## src/rtl/uart_pkg.sv

```systemverilog
// uart_pkg: shared definitions for the parameterised UART receiver.
//   state_t          receiver FSM states
//   PARITY_*         values for the PARITY parameter
//   DEFAULT_CLK_DIV  default clocks per bit (12 MHz / 230400)
//   parity_error()   maps a running ones-count parity to an error flag
package uart_pkg;

  typedef enum logic [2:0] {
    ST_WAIT_IDLE,
    ST_IDLE,
    ST_START,
    ST_DATA,
    ST_PARITY,
    ST_STOP
  } state_t;

  localparam int unsigned PARITY_NONE = 0;
  localparam int unsigned PARITY_EVEN = 1;
  localparam int unsigned PARITY_ODD  = 2;

  localparam int unsigned DEFAULT_CLK_DIV = 52;

  // ones_odd is the XOR of all data bits and the received parity bit.
  function automatic logic parity_error(input int unsigned mode, input logic ones_odd);
    logic err;
    err = 1'b0;
    if (mode == PARITY_EVEN) begin
      err = ones_odd;
    end else if (mode == PARITY_ODD) begin
      err = ~ones_odd;
    end
    return err;
  endfunction

endpackage

```

## src/rtl/uart_rx_sync.sv

```systemverilog
// uart_rx_sync: two-flop synchronizer for the asynchronous serial line.
// Both flops reset to 1 so the line reads idle straight out of reset.
//   clk    clock, rising edge
//   reset  synchronous, active-high
//   d      asynchronous input
//   q      synchronized output
module uart_rx_sync (
  input  logic clk,
  input  logic reset,
  input  logic d,
  output logic q
);

  logic meta;

  always_ff @(posedge clk) begin
    if (reset) begin
      meta <= 1'b1;
      q    <= 1'b1;
    end else begin
      meta <= d;
      q    <= meta;
    end
  end

endmodule

```

## src/rtl/uart_rx_param.sv

```systemverilog
// uart_rx_param: parameterised UART receiver with valid/ready output.
//   Parameters: CLK_DIV (clocks per bit), DATA_BITS (5..9),
//               PARITY (0 none, 1 even, 2 odd), STOP_BITS (1 or 2).
//   clk, reset    clock and synchronous active-high reset
//   rx            asynchronous serial input, idle high
//   m_data        received word (LSB first on the line)
//   m_frame_err   a stop sample of m_data was low
//   m_parity_err  parity mismatch for m_data (0 with PARITY none)
//   m_valid       m_data and flags are valid; held until m_ready
//   m_ready       consumer accepts the beat
//   overrun       1-cycle pulse when a completed word is dropped
//   break_det     1-cycle pulse on a break condition
//   line_ok       line idle has been qualified
module uart_rx_param
  import uart_pkg::*;
#(
  parameter int unsigned CLK_DIV   = DEFAULT_CLK_DIV,
  parameter int unsigned DATA_BITS = 8,
  parameter int unsigned PARITY    = PARITY_NONE,
  parameter int unsigned STOP_BITS = 1
) (
  input  logic                 clk,
  input  logic                 reset,
  input  logic                 rx,
  output logic [DATA_BITS-1:0] m_data,
  output logic                 m_frame_err,
  output logic                 m_parity_err,
  output logic                 m_valid,
  input  logic                 m_ready,
  output logic                 overrun,
  output logic                 break_det,
  output logic                 line_ok
);

  localparam int unsigned TW = $clog2(CLK_DIV);
  localparam logic [TW-1:0] BIT_LAST  = TW'(CLK_DIV - 1);
  localparam logic [TW-1:0] HALF_LAST = TW'(CLK_DIV / 2 - 1);
  localparam logic [3:0]    DATA_LAST = 4'(DATA_BITS - 1);
  localparam logic [3:0]    STOP_LAST = 4'(STOP_BITS - 1);

  logic                 rx_s;
  state_t               state;
  logic [TW-1:0]        timer;
  logic [3:0]           bit_cnt;
  logic [DATA_BITS-1:0] shreg;
  logic                 par_acc;
  logic                 all_zero;
  logic                 ferr;
  logic                 bit_tick;
  logic                 half_tick;
  logic                 par_err;

  uart_rx_sync u_sync (
    .clk   (clk),
    .reset (reset),
    .d     (rx),
    .q     (rx_s)
  );

  // A sample is taken on the clock whose increment would bring the timer to
  // CLK_DIV/2 (start) or CLK_DIV (other bits); the timer then restarts at 0,
  // so it never exceeds CLK_DIV-1 and fits in $clog2(CLK_DIV) bits.
  always_comb begin
    bit_tick  = (timer == BIT_LAST);
    half_tick = (timer == HALF_LAST);
    par_err   = parity_error(PARITY, par_acc);
  end

  always_ff @(posedge clk) begin
    if (reset) begin
      state        <= ST_WAIT_IDLE;
      timer        <= '0;
      bit_cnt      <= '0;
      shreg        <= '0;
      par_acc      <= 1'b0;
      all_zero     <= 1'b0;
      ferr         <= 1'b0;
      m_data       <= '0;
      m_frame_err  <= 1'b0;
      m_parity_err <= 1'b0;
      m_valid      <= 1'b0;
      overrun      <= 1'b0;
      break_det    <= 1'b0;
      line_ok      <= 1'b0;
    end else begin
      overrun   <= 1'b0;
      break_det <= 1'b0;

      // Handshake retire; a load below in the same cycle takes precedence.
      if (m_valid && m_ready) begin
        m_valid <= 1'b0;
      end

      case (state)
        ST_WAIT_IDLE: begin
          if (!rx_s) begin
            timer <= '0;
          end else if (bit_tick) begin
            timer   <= '0;
            state   <= ST_IDLE;
            line_ok <= 1'b1;
          end else begin
            timer <= timer + 1'b1;
          end
        end

        ST_IDLE: begin
          timer <= '0;
          if (!rx_s) begin
            state <= ST_START;
          end
        end

        ST_START: begin
          if (half_tick) begin
            timer <= '0;
            if (rx_s) begin
              state <= ST_IDLE;
            end else begin
              state    <= ST_DATA;
              bit_cnt  <= '0;
              par_acc  <= 1'b0;
              all_zero <= 1'b1;
              ferr     <= 1'b0;
            end
          end else begin
            timer <= timer + 1'b1;
          end
        end

        ST_DATA: begin
          if (bit_tick) begin
            timer   <= '0;
            shreg   <= {rx_s, shreg[DATA_BITS-1:1]};
            par_acc <= par_acc ^ rx_s;
            if (rx_s) begin
              all_zero <= 1'b0;
            end
            if (bit_cnt == DATA_LAST) begin
              bit_cnt <= '0;
              state   <= (PARITY != PARITY_NONE) ? ST_PARITY : ST_STOP;
            end else begin
              bit_cnt <= bit_cnt + 1'b1;
            end
          end else begin
            timer <= timer + 1'b1;
          end
        end

        ST_PARITY: begin
          if (bit_tick) begin
            timer   <= '0;
            par_acc <= par_acc ^ rx_s;
            if (rx_s) begin
              all_zero <= 1'b0;
            end
            state <= ST_STOP;
          end else begin
            timer <= timer + 1'b1;
          end
        end

        ST_STOP: begin
          if (bit_tick) begin
            timer <= '0;
            if (bit_cnt == '0 && all_zero && !rx_s) begin
              // Break: nothing delivered, line must requalify as idle.
              break_det <= 1'b1;
              line_ok   <= 1'b0;
              bit_cnt   <= '0;
              state     <= ST_WAIT_IDLE;
            end else if (bit_cnt == STOP_LAST) begin
              bit_cnt <= '0;
              state   <= ST_IDLE;
              if (!m_valid || m_ready) begin
                m_data       <= shreg;
                m_frame_err  <= ferr | ~rx_s;
                m_parity_err <= par_err;
                m_valid      <= 1'b1;
              end else begin
                overrun <= 1'b1;
              end
            end else begin
              ferr    <= ferr | ~rx_s;
              bit_cnt <= bit_cnt + 1'b1;
            end
          end else begin
            timer <= timer + 1'b1;
          end
        end

        default: begin
          state   <= ST_WAIT_IDLE;
          timer   <= '0;
          bit_cnt <= '0;
          line_ok <= 1'b0;
        end
      endcase
    end
  end

endmodule

```

## config.mk

```make
export PLATFORM = sky130hd
export DESIGN_NAME = uart_rx_param
export DESIGN_NICKNAME = d
export VERILOG_FILES = /design/src/rtl/uart_pkg.sv /design/src/rtl/uart_rx_sync.sv /design/src/rtl/uart_rx_param.sv
export SDC_FILE = /design/constraint.sdc
export NUM_CORES = 1
export LEC_CHECK = 0
export BUFFER_PORTS_ARGS = -buffer_cell sky130_fd_sc_hd__buf_2
export CAP_MARGIN = 20
export CORE_ASPECT_RATIO = 1.25
export CORE_MARGIN = 2
export CORE_UTILIZATION = 51
export CTS_BUF_LIST = sky130_fd_sc_hd__clkbuf_8
export CTS_CLUSTER_DIAMETER = 200
export DETAILED_ROUTE_END_ITERATION = 12
export GPL_TIMING_DRIVEN = 0
export PLACE_DENSITY_LB_ADDON = 0.3
export SYNTH_ARGS = -nofsm -noshare
export SYNTH_HDL_FRONTEND = slang
export SYNTH_HIERARCHICAL = 1
export SYNTH_SLANG_ARGS = --single-unit
```

## constraint.sdc

```tcl
create_clock -name clk -period 1.8 [get_ports clk]
set_input_delay 0.36 -clock clk [delete_from_list [all_inputs] [get_ports clk]]
set_output_delay 0.36 -clock clk [all_outputs]
set_load 0.1 [all_outputs]
```

==> impl_metrics.yaml <==
outcome:
  status: "finished, violations left"
  violations: "setup timing"
layout:
  synthToLayoutAreaGrowth_pct: 23.97
  num_antenna_cells: 0
  stdcell_area_um2: 2187
  drive_gt1_frac: 0.2931
  layout.cells.non_filler: 269
  finalNetCount: 239
  post-route-util: 0.6726
sta:
  fin_hold_ws_ns: 0.2336
  fin_crit_sh: 1.005
  finalSetupViolations: 1
  hold_viol: 0
  clock.fmax_mhz: 553.0
  period_minus_slack_ns: 1.808
  rsz0062_at_grt: "true"
  fin_ws_ns: -0.008183
  skew_ns: 0.008296
  maxSlewViolCount: 0
logic_synthesis:
  ys_warn_count: 6
  syn_area_per_cell_um2: 8.865
  yosysTopAreaCell: "dfxtp_1"
  synth-async-reset-ratio: 0
  synth.ff_latch_count: 38
  synth_largest_type_area_fraction: 0.4312
  synth_ff_type: "dfxtp_1"
  synth_cell_types: 47
  synth_edf_count: 0
  synthCells: 199
  yosys-top-cells-area: "dfxtp_1, mux2i_1, nor2_1"
  synth_fp_nets: 207
  ys_seq_area_frac: 0.4312
  synth_area_um2: 1764
clock_tree:
  holdBufCountCts: 0
  clockRootBuffer: "clkbuf_8"
  path_clk_slew_ns: 0.08
  clock_tree.buffer_depth: 2
  clock-sinks: 38
  cts_tree: "yes"
  cts_buffers: 5
  clock_latency_ns: 0.30
  h-tree-depth: 2
drt:
  antenna_left: 0
  wl_per_cell_um: 14.35
  drt-initial-drc-count: 38
  dr.pass1.iters: 4
  vias: 1514
  drcViolationCount: 0
  drt_wl_total_um: 3861
  routed_via_density: 5.628
floorplanning:
  start_util: 0.5425
  core-area_um2: 3252
  dieArea_um2: 3948
  pin_count: 18
  die_h_um: 69.76
  die_x_um: 56.61
  rows: 23
critical_path:
  worstSetupEndpointType: "flip-flop"
  cp.required_ns: 1.97
  critPathArrivalTime_ns: 1.97
  cp_max_fo: 4
  cp-start-kind: "flip-flop"
  crit_type: "reg -> reg"
global_route:
  overflow: 0
  grt_pass1_vias: 1377
  grt_max_degree: 13
  grt_pass1_wl_um: 6168
  track_usage: 0.1995
  antenna_found_initial: 0
worst_hold_path:
  min_path_type: "in -> reg"
placed_design:
  hpwl_um: 2480
  port_buffers: 16
  placed_area_um2: 1892
  finalWeightedCongestion: 0.9776
  dp.cells: 252
power_and_ir_drop:
  p_per_area_nw_per_um2: 715.1
  power_leakage_nw: 0.9292
  ir_drop_mv: 0.6086
job:
  cap_violations: 0
## synthesized netlist by cell type, drive strengths merged, types with 4 or more instances
master	instances
dfxtp	38
nor2	34
mux2i	17
a21oi	11
nand2	9
inv	7
nand2b	7
buf	6
nand3	6
a31oi	5
nor3	5
clkbuf	4
ha	4
o21ai	4
## per-layer routing
layer | routed length (um) | global-route usage
met1 | 1700 | 0.2401
met2 | 1878 | 0.3230
met3 | 180 | 0.05224
met4 | 102 | 0.1005
met5 | 0 | 0
## report_power, final
part	switching [mW]	leakage, nW	internal, mW	total, mW
Clock	0.307	0.0472	0.308	0.615
Combinational	0.0609	0.572	0.0296	0.0905
Sequential	0.00879	0.310	0.850	0.859
## through the flow
step / setup WS [ns] / setup TNS (ns) / total power [mW]
after global placement: -0.1804 / -1.267 / 0.9531
after floorplan: 0.002046 / 0 / 0.9374
after CTS: -0.002496 / -0.002496 / 1.573
after global routing: -0.06413 / -0.5438 / 1.632
final: -0.008183 / -0.008183 / 1.564
after detailed placement: -0.2186 / -2.324 / 0.9554
## critical path, stage by stage, from the launching register on
cell	delay (ns)
dfxtp_2	0.33
inv_2	0.06
ha_4	0.11
or3b_4	0.41
or3b_4	0.43
a21bo_2	0.22
nand3_2	0.05
a21oi_1	0.06
## kinds of logic (layout without fill, tap and decap cells)
family          Yosys count  count (layout)  share of synthesized area
simple gates             82              82                     0.2411
other cells               1               1                   0.002126
mux                      17              17                    0.09645
flops                    38              38                     0.4312
xor+xnor                  5               5                    0.02483
fa+ha+maj                 4               4                    0.02837
compound gates           35              35                     0.1326
buf+inv                  17              50                    0.04326
## registers in the layout (all words and copies together), names as in the netlist, 3 cells and up
register	count
m_data	8
shreg	8
timer	6
bit_cnt	4
state	3
## path summary, 6_finish.rpt
path                                  end  depth (start not counted)  slack [ns]                     from
hold reg to reg       u_sync/q$_SDFF_PP1_                          1        0.41   u_sync/meta$_SDFF_PP1_
setup reg to reg  bit_cnt[1]$_SDFFE_PP0P_                          7      -0.008  bit_cnt[1]$_SDFFE_PP0P_
hold / removal     u_sync/meta$_SDFF_PP1_                          2        0.23                       rx
setup / recovery  bit_cnt[1]$_SDFFE_PP0P_                          7      -0.008  bit_cnt[1]$_SDFFE_PP0P_
## cell usage in the layout, fill, tap and decap left out, drive strengths merged, types with 3 or more instances in the layout
| master | count |
|---|---|
| a21oi | 11 |
| a31oi | 5 |
| buf | 30 |
| clkbuf | 11 |
| dfxtp | 38 |
| ha | 4 |
| inv | 7 |
| mux2i | 17 |
| nand2 | 9 |
| nand2b | 7 |
| nand3 | 6 |
| nor2 | 34 |
| nor2b | 3 |
| nor3 | 5 |
| o21ai | 4 |
| xnor2 | 3 |
## area by class of cell
type | count | area, um2
flip-flops and latches | 38 | 770.7
well taps | 37 | 46.29
plain buffers | 10 | 63.81
fillers | 261 | 1065
multi-input cells | 144 | 1033
clock inverters | 2 | 12.51
repair buffers | 25 | 151.4
clock buffers | 6 | 82.58
inverters | 7 | 26.28
## what timing repair did
action	in CTS	in global routing
cloned	0	1
resized for setup	17	20
setup buffers	5	3
setup endpoints to repair	29	29
pin swaps	12	5
Power figures use the tool's default switching activity.
